`config.mk`:
```
export PLATFORM = sky130hd
export DESIGN_NAME = reg_write_arbiter
export DESIGN_NICKNAME = d
export VERILOG_FILES = /design/src/rtl/reg_write_arbiter.sv
export SDC_FILE = /design/constraint.sdc
export NUM_CORES = 1
export LEC_CHECK = 0
export ABC_AREA = 1
export ABC_CLOCK_PERIOD_IN_PS = 1900
export CAP_MARGIN = 5
export CORE_UTILIZATION = 35
export CTS_BUF_LIST = sky130_fd_sc_hd__clkbuf_8
export DETAILED_ROUTE_END_ITERATION = 7
export PLACE_DENSITY = 0.66
export SYNTH_ARGS = -nofsm -noshare
export SYNTH_HDL_FRONTEND = slang
export SYNTH_SLANG_ARGS = --single-unit
```
`constraint.sdc`:
```
create_clock -name clk -period 1.9 [get_ports clk]
set_input_delay 0.38 -clock clk [delete_from_list [all_inputs] [get_ports clk]]
set_output_delay 0.38 -clock clk [all_outputs]
set_load 0.01 [all_outputs]
```
`src/rtl/reg_write_arbiter.sv`:
```
// reg_write_arbiter: four-way write arbiter and sequencer for a shared
// WIDTH-bit D-register. Grants one requester, drives reg_en/reg_d for HOLD
// cycles, then pulses a one-cycle ack.
// Configuration macro REG_WRITE_ARB_FIXED_PRIORITY_EN: when defined, the
// lowest-index request always wins; when undefined, round-robin from last+1.
module reg_write_arbiter #(
    parameter int unsigned WIDTH = 8,
    parameter int unsigned HOLD  = 2
) (
    input  logic                 clk,
    input  logic                 rst,
    input  logic [3:0]           req,
    input  logic [4*WIDTH-1:0]   d_in,
    output logic [3:0]           grant,
    output logic [3:0]           ack,
    output logic                 reg_en,
    output logic [WIDTH-1:0]     reg_d,
    output logic [WIDTH-1:0]     q,
    output logic                 busy
);

    localparam int unsigned NUM_REQ = 4;
    localparam int unsigned IDX_W   = 2;
    localparam int unsigned CNT_W   = 4;

    typedef enum logic [1:0] {
        IDLE = 2'd0,
        LOAD = 2'd1,
        ACK  = 2'd2
    } state_e;

    state_e                 state_q, state_d;
    logic [NUM_REQ-1:0]     grant_q, grant_d;
    logic [NUM_REQ-1:0]     ack_q, ack_d;
    logic                   reg_en_q, reg_en_d;
    logic                   busy_q, busy_d;
    logic [WIDTH-1:0]       reg_d_q, reg_d_d;
    logic [WIDTH-1:0]       q_q, q_d;
    logic [CNT_W-1:0]       cnt_q, cnt_d;

    logic                   win_vld;
    logic [IDX_W-1:0]       win_idx;
    logic [WIDTH-1:0]       win_data;

`ifndef REG_WRITE_ARB_FIXED_PRIORITY_EN
    logic [IDX_W-1:0]       last_q, last_d;
    logic [IDX_W-1:0]       grant_idx;
    logic [IDX_W-1:0]       cand;
`endif

    // Winner selection: scan order is the only difference between builds.
    always_comb begin
        win_vld = 1'b0;
        win_idx = '0;
`ifdef REG_WRITE_ARB_FIXED_PRIORITY_EN
        // Descending scan so the lowest asserted index is the last to write.
        for (int i = int'(NUM_REQ) - 1; i >= 0; i--) begin
            if (req[i]) begin
                win_vld = 1'b1;
                win_idx = IDX_W'(i);
            end
        end
`else
        cand = '0;
        // Scan last+4 down to last+1 so the first hit after last wins.
        for (int i = int'(NUM_REQ); i >= 1; i--) begin
            cand = last_q + IDX_W'(i);
            if (req[cand]) begin
                win_vld = 1'b1;
                win_idx = cand;
            end
        end
`endif
    end

    // Select the winning requester's data lane.
    always_comb begin
        win_data = '0;
        for (int i = 0; i < int'(NUM_REQ); i++) begin
            if (win_idx == IDX_W'(i)) begin
                win_data = d_in[i*WIDTH +: WIDTH];
            end
        end
    end

`ifndef REG_WRITE_ARB_FIXED_PRIORITY_EN
    // Encode the one-hot grant back to an index for the round-robin pointer.
    always_comb begin
        grant_idx = '0;
        for (int i = 0; i < int'(NUM_REQ); i++) begin
            if (grant_q[i]) begin
                grant_idx = IDX_W'(i);
            end
        end
    end
`endif

    // Next-state and next-output logic; outputs follow the next state.
    always_comb begin
        state_d = state_q;
        grant_d = grant_q;
        reg_d_d = reg_d_q;
        q_d     = q_q;
        cnt_d   = cnt_q;
`ifndef REG_WRITE_ARB_FIXED_PRIORITY_EN
        last_d  = last_q;
`endif
        unique case (state_q)
            IDLE: begin
                if (win_vld) begin
                    grant_d = NUM_REQ'(1) << win_idx;
                    reg_d_d = win_data;
                    cnt_d   = CNT_W'(HOLD - 1);
                    state_d = LOAD;
                end
            end
            LOAD: begin
                q_d = reg_d_q;
                if (cnt_q == '0) begin
                    state_d = ACK;
                end else begin
                    cnt_d = cnt_q - CNT_W'(1);
                end
            end
            ACK: begin
`ifndef REG_WRITE_ARB_FIXED_PRIORITY_EN
                last_d  = grant_idx;
`endif
                grant_d = '0;
                state_d = IDLE;
            end
            default: begin
                state_d = IDLE;
            end
        endcase
        reg_en_d = (state_d == LOAD);
        busy_d   = (state_d != IDLE);
        ack_d    = (state_d == ACK) ? grant_d : '0;
    end

    // State and output registers; reset abandons any transfer without ack.
    always_ff @(posedge clk or posedge rst) begin
        if (rst) begin
            state_q  <= IDLE;
            grant_q  <= '0;
            ack_q    <= '0;
            reg_en_q <= 1'b0;
            busy_q   <= 1'b0;
            reg_d_q  <= '0;
            q_q      <= '0;
            cnt_q    <= '0;
`ifndef REG_WRITE_ARB_FIXED_PRIORITY_EN
            last_q   <= IDX_W'(NUM_REQ - 1);
`endif
        end else begin
            state_q  <= state_d;
            grant_q  <= grant_d;
            ack_q    <= ack_d;
            reg_en_q <= reg_en_d;
            busy_q   <= busy_d;
            reg_d_q  <= reg_d_d;
            q_q      <= q_d;
            cnt_q    <= cnt_d;
`ifndef REG_WRITE_ARB_FIXED_PRIORITY_EN
            last_q   <= last_d;
`endif
        end
    end

    assign grant  = grant_q;
    assign ack    = ack_q;
    assign reg_en = reg_en_q;
    assign busy   = busy_q;
    assign reg_d  = reg_d_q;
    assign q      = q_q;

endmodule

```
**Yosys cells after proc, flatten, opt, wreduce, memory -nomap -nowiden**

Index checks and enable logic that the tools add are counted.

- Flip-flop bits (word level): 34
- Bits of input ports: 38
- Output and inout bits: 26
- Word-level logic and storage cells: 66

- Add/sub/neg operators: 4
- $lt $le $gt $ge: 4
- Eq/ne operators: 9
- Shift-type cells: 1
- Multiplexer cells: 32
- Reduce and logical (&&, ||, !) cells: 7

Operator list:

| cell | number |
|---|---|
| 8-bit 2-to-1 mux | 4 |
| 2-bit 2-to-1 mux | 8 |
| 4-bit 2-to-1 mux | 4 |
| 4-bit case mux with 2 select lines | 2 |
| 2-bit by 3-bit less-than comparator with 1-bit output, second input constant | 4 |
| 1-bit 2-to-1 mux | 9 |
| 1-bit binary-select mux with 2-bit select | 4 |
| 2-bit equality test, second input constant | 4 |
| 2-bit by 1-bit equality test with 1-bit output, second input constant | 3 |
| 2-bit adder, second input constant | 2 |
| 2-bit logical NOT | 2 |
| 4-bit logical NOT | 1 |
| 2-bit inequality test, second input constant | 2 |
| 2-bit case mux with 2 select lines | 1 |
| 2-bit nonzero test | 2 |
| 1-bit by 2-bit << shifter with 4-bit output, first input constant | 1 |
| 4-bit by 1-bit subtractor with 4-bit output, second input constant | 1 |
| 3-bit AND reduction | 1 |
| 2-bit by 1-bit adder with 2-bit output, second input constant | 1 |
| 2-bit AND reduction | 1 |

**Depth between registers and ports, before layout**

- Depth after elaboration: 11
- Mapped depth: 17
- Depth with buffers taken out: 15

**Least setup slack after synthesis**

OpenSTA, ideal clock, no wires.

- Kind: flip-flop to flip-flop
- From: reg last_q[0]
- To: reg reg_d_q[6], in the netlist reg_d[6]
- Setup time: 116 ps
- Arrival time: 1662 ps
- Required time: 1784 ps
- Setup slack: 121 ps
- Stages on the path, launching flop included: 16
- Path buffers: 2
- Clock period less this slack: 1779 ps
- Path through: dfstp_2 -> buf_6 -> inv_4 -> nand2_1 -> nand2_2 -> nand2_2 -> nand2_1 -> inv_2 -> nand2_2 -> a21oi_4 -> nand2_2 -> buf_6 -> nor2_1 -> nor2_1 -> nand2_1 -> nand2_1

- Cells in the longest elaborated chain, start to end: 11
- Elaborated cells between the ends (all ways): 28
- Classes of those cells: add/sub: 3; eq/ne: 3; mux: 20; reduce/logical: 2

RTL lines:

| what | line | RTL |
|---|---|---|
| start: declaration | 46 | `logic [IDX_W-1:0] last_q, last_d;` |
| start signal: assignment | 153 | `last_q <= IDX_W'(NUM_REQ - 1);` |
| start signal: assignment | 165 | `last_q <= last_d;` |
| 2-bit adder / 1-bit binary-select mux with 2-bit select (equally long branches) | 67, 68 |  |
| 1-bit binary-select mux with 2-bit select / 1-bit 2-to-1 mux (equally long branches) | 68 | `if (req[cand]) begin` |
| 1-bit 2-to-1 mux (implied by the code) / 2-bit 2-to-1 mux (equally long branches) | 68 |  |
| 2-bit 2-to-1 mux (3 in series) | 68 |  |
| 2-bit logical NOT | 80 | `if (win_idx == IDX_W'(i)) begin` |
| 8-bit 2-to-1 mux (4 in series) | 80 |  |
| end signal: assignment | 161 | `reg_d_q <= reg_d_d;` |
| end: declaration | 37 | `logic [WIDTH-1:0] reg_d_q, reg_d_d;` |

Several ways; a longest one is shown, not always the timed one. The select of a mux whose other input is x is not followed.
A chain may end at the register's enable or synchronous reset.

**Worst setup path in the final report**

- From: reg last_q[0]
- To: reg grant_q[1], in the netlist grant[1]

- Cells in the longest elaborated chain, start to end: 9
- Elaborated cells between the ends (all ways): 22
- Classes of those cells: add/sub: 3; shift: 1; mux: 18

RTL lines:

| what | line | RTL |
|---|---|---|
| 2-bit adder / 1-bit binary-select mux with 2-bit select (equally long branches) | 67, 68 |  |
| 1-bit binary-select mux with 2-bit select / 1-bit 2-to-1 mux (equally long branches) | 68 |  |
| 1-bit 2-to-1 mux (implied by the code) / 2-bit 2-to-1 mux (equally long branches) | 68 |  |
| 2-bit 2-to-1 mux (3 in series) | 68 |  |
| 1-bit by 2-bit << shifter with 4-bit output | 111 | `grant_d = NUM_REQ'(1) << win_idx;` |
| 4-bit 2-to-1 mux * | 110 | `if (win_vld) begin` |
| 4-bit case mux with 2 select lines * | 108 | `unique case (state_q)` |
| net grant_d[1] | 33 | `logic [NUM_REQ-1:0] grant_q, grant_d;` |
| end signal: assignment | 157 | `grant_q <= grant_d;` |
| end: declaration | 33 |  |

Mark *: on every way through the listed nets, which the timed path passes. The rest lies on a longest branch. The select of a mux whose other input is x is not followed.

==> flow_summary.rst <==
.. list-table::
   :header-rows: 1

   * - Metric
     - Value
   * - Required time at the endpoint of the critical path
     - 2070 ps
   * - Post-synthesis async set-or-reset flop share
     - 1.00
   * - Total routed wirelength
     - 5.04 mm
   * - Number of antenna violations at the first check in global routing
     - 0
   * - Fin area
     - 3100 um2
   * - Upper clock frequency limit
     - 515 MHz
   * - Number of fill cells in the layout
     - 498
   * - Transition time of the tightest slew-check pin
     - 414 ps
   * - Average detailed-routed wire length per instance
     - 12.1 um
   * - Final worst slack
     - -42.0 ps
   * - Final critical delay including setup and external delays
     - 1940 ps
   * - Most Used Layer, Global Route
     - met2
   * - Leading area contributor after synthesis
     - sky130_fd_sc_hd__dfrtp_1
   * - Number of antenna diodes
     - 0
   * - CTS max path bufs
     - 2
   * - Clock transition at the registers of the reported paths
     - 70 ps
   * - Share of layout cells above drive strength 1
     - 0.243
   * - Number of nets in the synthesized netlist
     - 297
   * - Share of the synthesized area in the top cell type
     - 0.415
   * - Synth-to-layout area growth
     - 60.5%
   * - Sink count of the clock tree
     - 34
   * - Portion of the post-synthesis area used by sequential elements
     - 0.442
   * - CTS tree
     - yes
   * - Worst vdd ir
     - 0.00134 V
   * - Core Rows
     - 26
   * - Slowest cell on the critical path
     - sky130_fd_sc_hd__dfstp_2
   * - Arrival @ worst endpoint
     - 2110 ps
   * - Endpoint type of the worst setup path
     - register
   * - Critical path startpoint category
     - register
   * - Buffers & Inverters on Critical Path
     - 3
   * - Post-place instance area
     - 2680 um2
   * - Cells along the critical path
     - buf_12, nand2_4, nand2_4, nand2_4, nand3_2, nand2_2, a21oi_4, buf_6, nor2_4, buf_4, a21oi_1, o21ai_1
   * - Global routing usage summed across all routing layers
     - 0.183
   * - Hold_buf cts
     - 0
   * - Clock network latency to the later pin of the worst-skew pair
     - 280 ps
   * - Netlist cell types
     - 26
   * - Placement-stage worst setup slack
     - -244 ps
   * - Hold WC Path Type
     - register to register
   * - Met2 track demand over resource
     - 0.283
   * - Height of the die
     - 76.3 um
   * - Die outline area
     - 5820 um2
   * - Relative slew slack
     - 0.724
   * - Clock Root Buffer
     - sky130_fd_sc_hd__clkbuf_8
   * - Violated checks
     - negative setup slack
   * - Top Ports
     - 64
   * - First-pass GRT wire length
     - 8.60 mm
   * - Status
     - complete, but fails checks
   * - PD cells
     - 2100 nW/um2
   * - Met3 Track Usage GR
     - 0.0419
   * - Maximum number of pins on one net before global-route repair
     - 35
   * - Number of global-route vias before repair
     - 1,892
   * - Gr ovfl total
     - 0
   * - CP max FO
     - 8
   * - Drc violations
     - 0
   * - Max incr delay on CP
     - 600 ps
   * - Effective utilization at floorplan
     - 0.371
   * - RSZ-0062 raised after global routing
     - yes
   * - Total core area
     - 5200 um2
   * - Post-synth top cells
     - sky130_fd_sc_hd__nand2_1, sky130_fd_sc_hd__dfrtp_1, sky130_fd_sc_hd__inv_1
   * - Syn Inst Count
     - 257
   * - Number of endpoints failing setup at the final stage
     - 7
   * - Final-report hold violation count
     - 0
   * - Max-cap violations
     - 0
   * - Via density per instance
     - 4.61
   * - DP HPWL
     - 3.54 mm
   * - Avg Synthesized Cell Area
     - 7.51 um2
   * - Level count of the clock H-tree
     - 2
   * - Top delay family on crit path
     - flip-flops
   * - Leakage power
     - 1.53 nW
   * - Residual antenna-violating net count after detailed routing
     - 0
   * - Net count of the finished layout
     - 385
   * - Flip-flop and latch count after synthesis
     - 34
   * - Critical Path Most Common Cell
     - sky130_fd_sc_hd__nand2_4
   * - Count of flip-flops with a built-in enable after synthesis
     - 0
   * - Area contributors post-synth
     - sky130_fd_sc_hd__dfrtp_1, sky130_fd_sc_hd__nand2_1, sky130_fd_sc_hd__nand3_1
   * - Drt pass-1 iters
     - 4
   * - Cell area after synthesis
     - 1930 um2
   * - Post-route fraction of the period consumed by the critical path
     - 1.02
   * - Horiz. Die Dim
     - 76.3 um
   * - Routability cong.
     - 0.840
   * - Top_reg_cell synth
     - sky130_fd_sc_hd__dfrtp_1
   * - Max-slew violation count
     - 0
   * - First-iteration detailed-routing DRC count
     - 66
   * - Total number of vias
     - 1,918
   * - Critical path class
     - register to register
   * - Final setup skew
     - 5.34 ps
   * - Buffers on Ports
     - 63
   * - Most used standard cell by instance count after synthesis
     - sky130_fd_sc_hd__nand2_1
   * - Met1 track demand over resource in global routing
     - 0.245
   * - Number of buffers created by CTS
     - 5
   * - Yosys warns
     - 0
[worst register-to-register path: stages (launching register included)]
cell and delay (ps):
sky130_fd_sc_hd__dfstp_2 600, sky130_fd_sc_hd__buf_12 140, sky130_fd_sc_hd__nand2_4 50, sky130_fd_sc_hd__nand2_4 90, sky130_fd_sc_hd__nand2_4 60, sky130_fd_sc_hd__nand3_2 90, sky130_fd_sc_hd__nand2_2 80, sky130_fd_sc_hd__a21oi_4 210
sky130_fd_sc_hd__buf_6 150, sky130_fd_sc_hd__nor2_4 60, sky130_fd_sc_hd__buf_4 130, sky130_fd_sc_hd__a21oi_1 110, sky130_fd_sc_hd__o21ai_1 70
[power breakdown]
part           switching [mW]  internal, mW
combinational            2.35          2.24
clock                   0.245         0.381
sequential              0.249          1.05
[layer usage]
metal | routed length [um] | share of wire
met5 | 0 | 0
met4 | 74 | 0.015
met3 | 222 | 0.044
met2 | 2440 | 0.48
met1 | 2300 | 0.46
[worst paths after layout]
| check | startpoint | end | slack (ps) | depth (start not counted) |
|---|---|---|---|---|
| max in group asynchronous | rst | last_q[0]$_DFFE_PP1P_ | 1080 | 3 |
| setup / recovery | last_q[0]$_DFFE_PP1P_ | grant[1]$_DFF_PP0_ | -40 | 12 |
| hold reg to reg | q[6]$_DFFE_PP0P_ | q[6]$_DFFE_PP0P_ | 470 | 2 |
| min in group asynchronous | rst | grant[3]$_DFF_PP0_ | 490 | 3 |
| hold / removal | q[6]$_DFFE_PP0P_ | q[6]$_DFFE_PP0P_ | 470 | 2 |
| setup reg to reg | last_q[0]$_DFFE_PP1P_ | grant[1]$_DFF_PP0_ | -40 | 12 |
[stage by stage]
stage,TNS (ps),util,hold WS (ps),instances,power (mW)
2_1_floorplan,0,-,463,257,3.67
3_3_place_gp,-2380,0.515,454,393,4.72
3_5_place_dp,-2690,0.515,458,393,4.78
4_1_cts,-246,0.563,474,411,5.95
5_1_grt,-1380,0.595,484,416,7.08
6_report,-165,0.595,466,416,6.51
[state kept, by name, indices dropped and copies added (netlist names)]
signal,cells
ack,4
busy,1
cnt_q,4
grant,4
last_q,2
q,8
reg_d,8
reg_en,1
state_q,2
[placed cells by master, fill, tap and decap left out, types with 3 or more instances in the layout]
| master | Yosys | layout |
|---|---|---|
| sky130_fd_sc_hd__nand2_1 | 90 | 72 |
| sky130_fd_sc_hd__clkdlybuf4s50_1 | 0 | 63 |
| sky130_fd_sc_hd__dfrtp_1 | 32 | 32 |
| sky130_fd_sc_hd__inv_1 | 25 | 26 |
| sky130_fd_sc_hd__nor2_1 | 24 | 24 |
| sky130_fd_sc_hd__nand2_2 | 10 | 19 |
| sky130_fd_sc_hd__buf_4 | 1 | 18 |
| sky130_fd_sc_hd__nand3_1 | 21 | 17 |
| sky130_fd_sc_hd__nand4_1 | 11 | 11 |
| sky130_fd_sc_hd__nand2_4 | 0 | 9 |
| sky130_fd_sc_hd__o21ai_1 | 5 | 6 |
| sky130_fd_sc_hd__nand3_2 | 1 | 5 |
| sky130_fd_sc_hd__clkbuf_8 | 0 | 5 |
| sky130_fd_sc_hd__inv_2 | 3 | 4 |
| sky130_fd_sc_hd__buf_12 | 0 | 4 |
| sky130_fd_sc_hd__nor2_4 | 3 | 3 |
| sky130_fd_sc_hd__nor2_2 | 3 | 3 |
| sky130_fd_sc_hd__buf_6 | 6 | 3 |
[timing repair]
item                       CTS  global route
pin swaps                   12            20
setup endpoints to repair    8            18
resized for setup           12            36
hold endpoints to repair     0             0
gates cloned                 1             0
buffers inserted             9             5
[final cells by class]
type	count	area [um2]	area share
multi-input cells	185	1020	0.328
repair buffers	90	922	0.298
flip-flops and latches	34	853	0.275
inverters	29	111	0.0359
well taps	70	87.6	0.0283
clock buffers	5	68.8	0.0222
clock inverters	3	37.5	0.0121
[logic make-up (layout without fill, tap and decap cells)]
group           Yosys count  after routing  synth area share
flops                    34             34             0.442
fa+ha+maj                 2              2            0.0130
simple gates            164            164             0.379
compound gates           17             17            0.0557
buf+inv                  38            127             0.101
xor+xnor                  2              2           0.00907
Note: power is estimated with default switching activity, not from simulation.
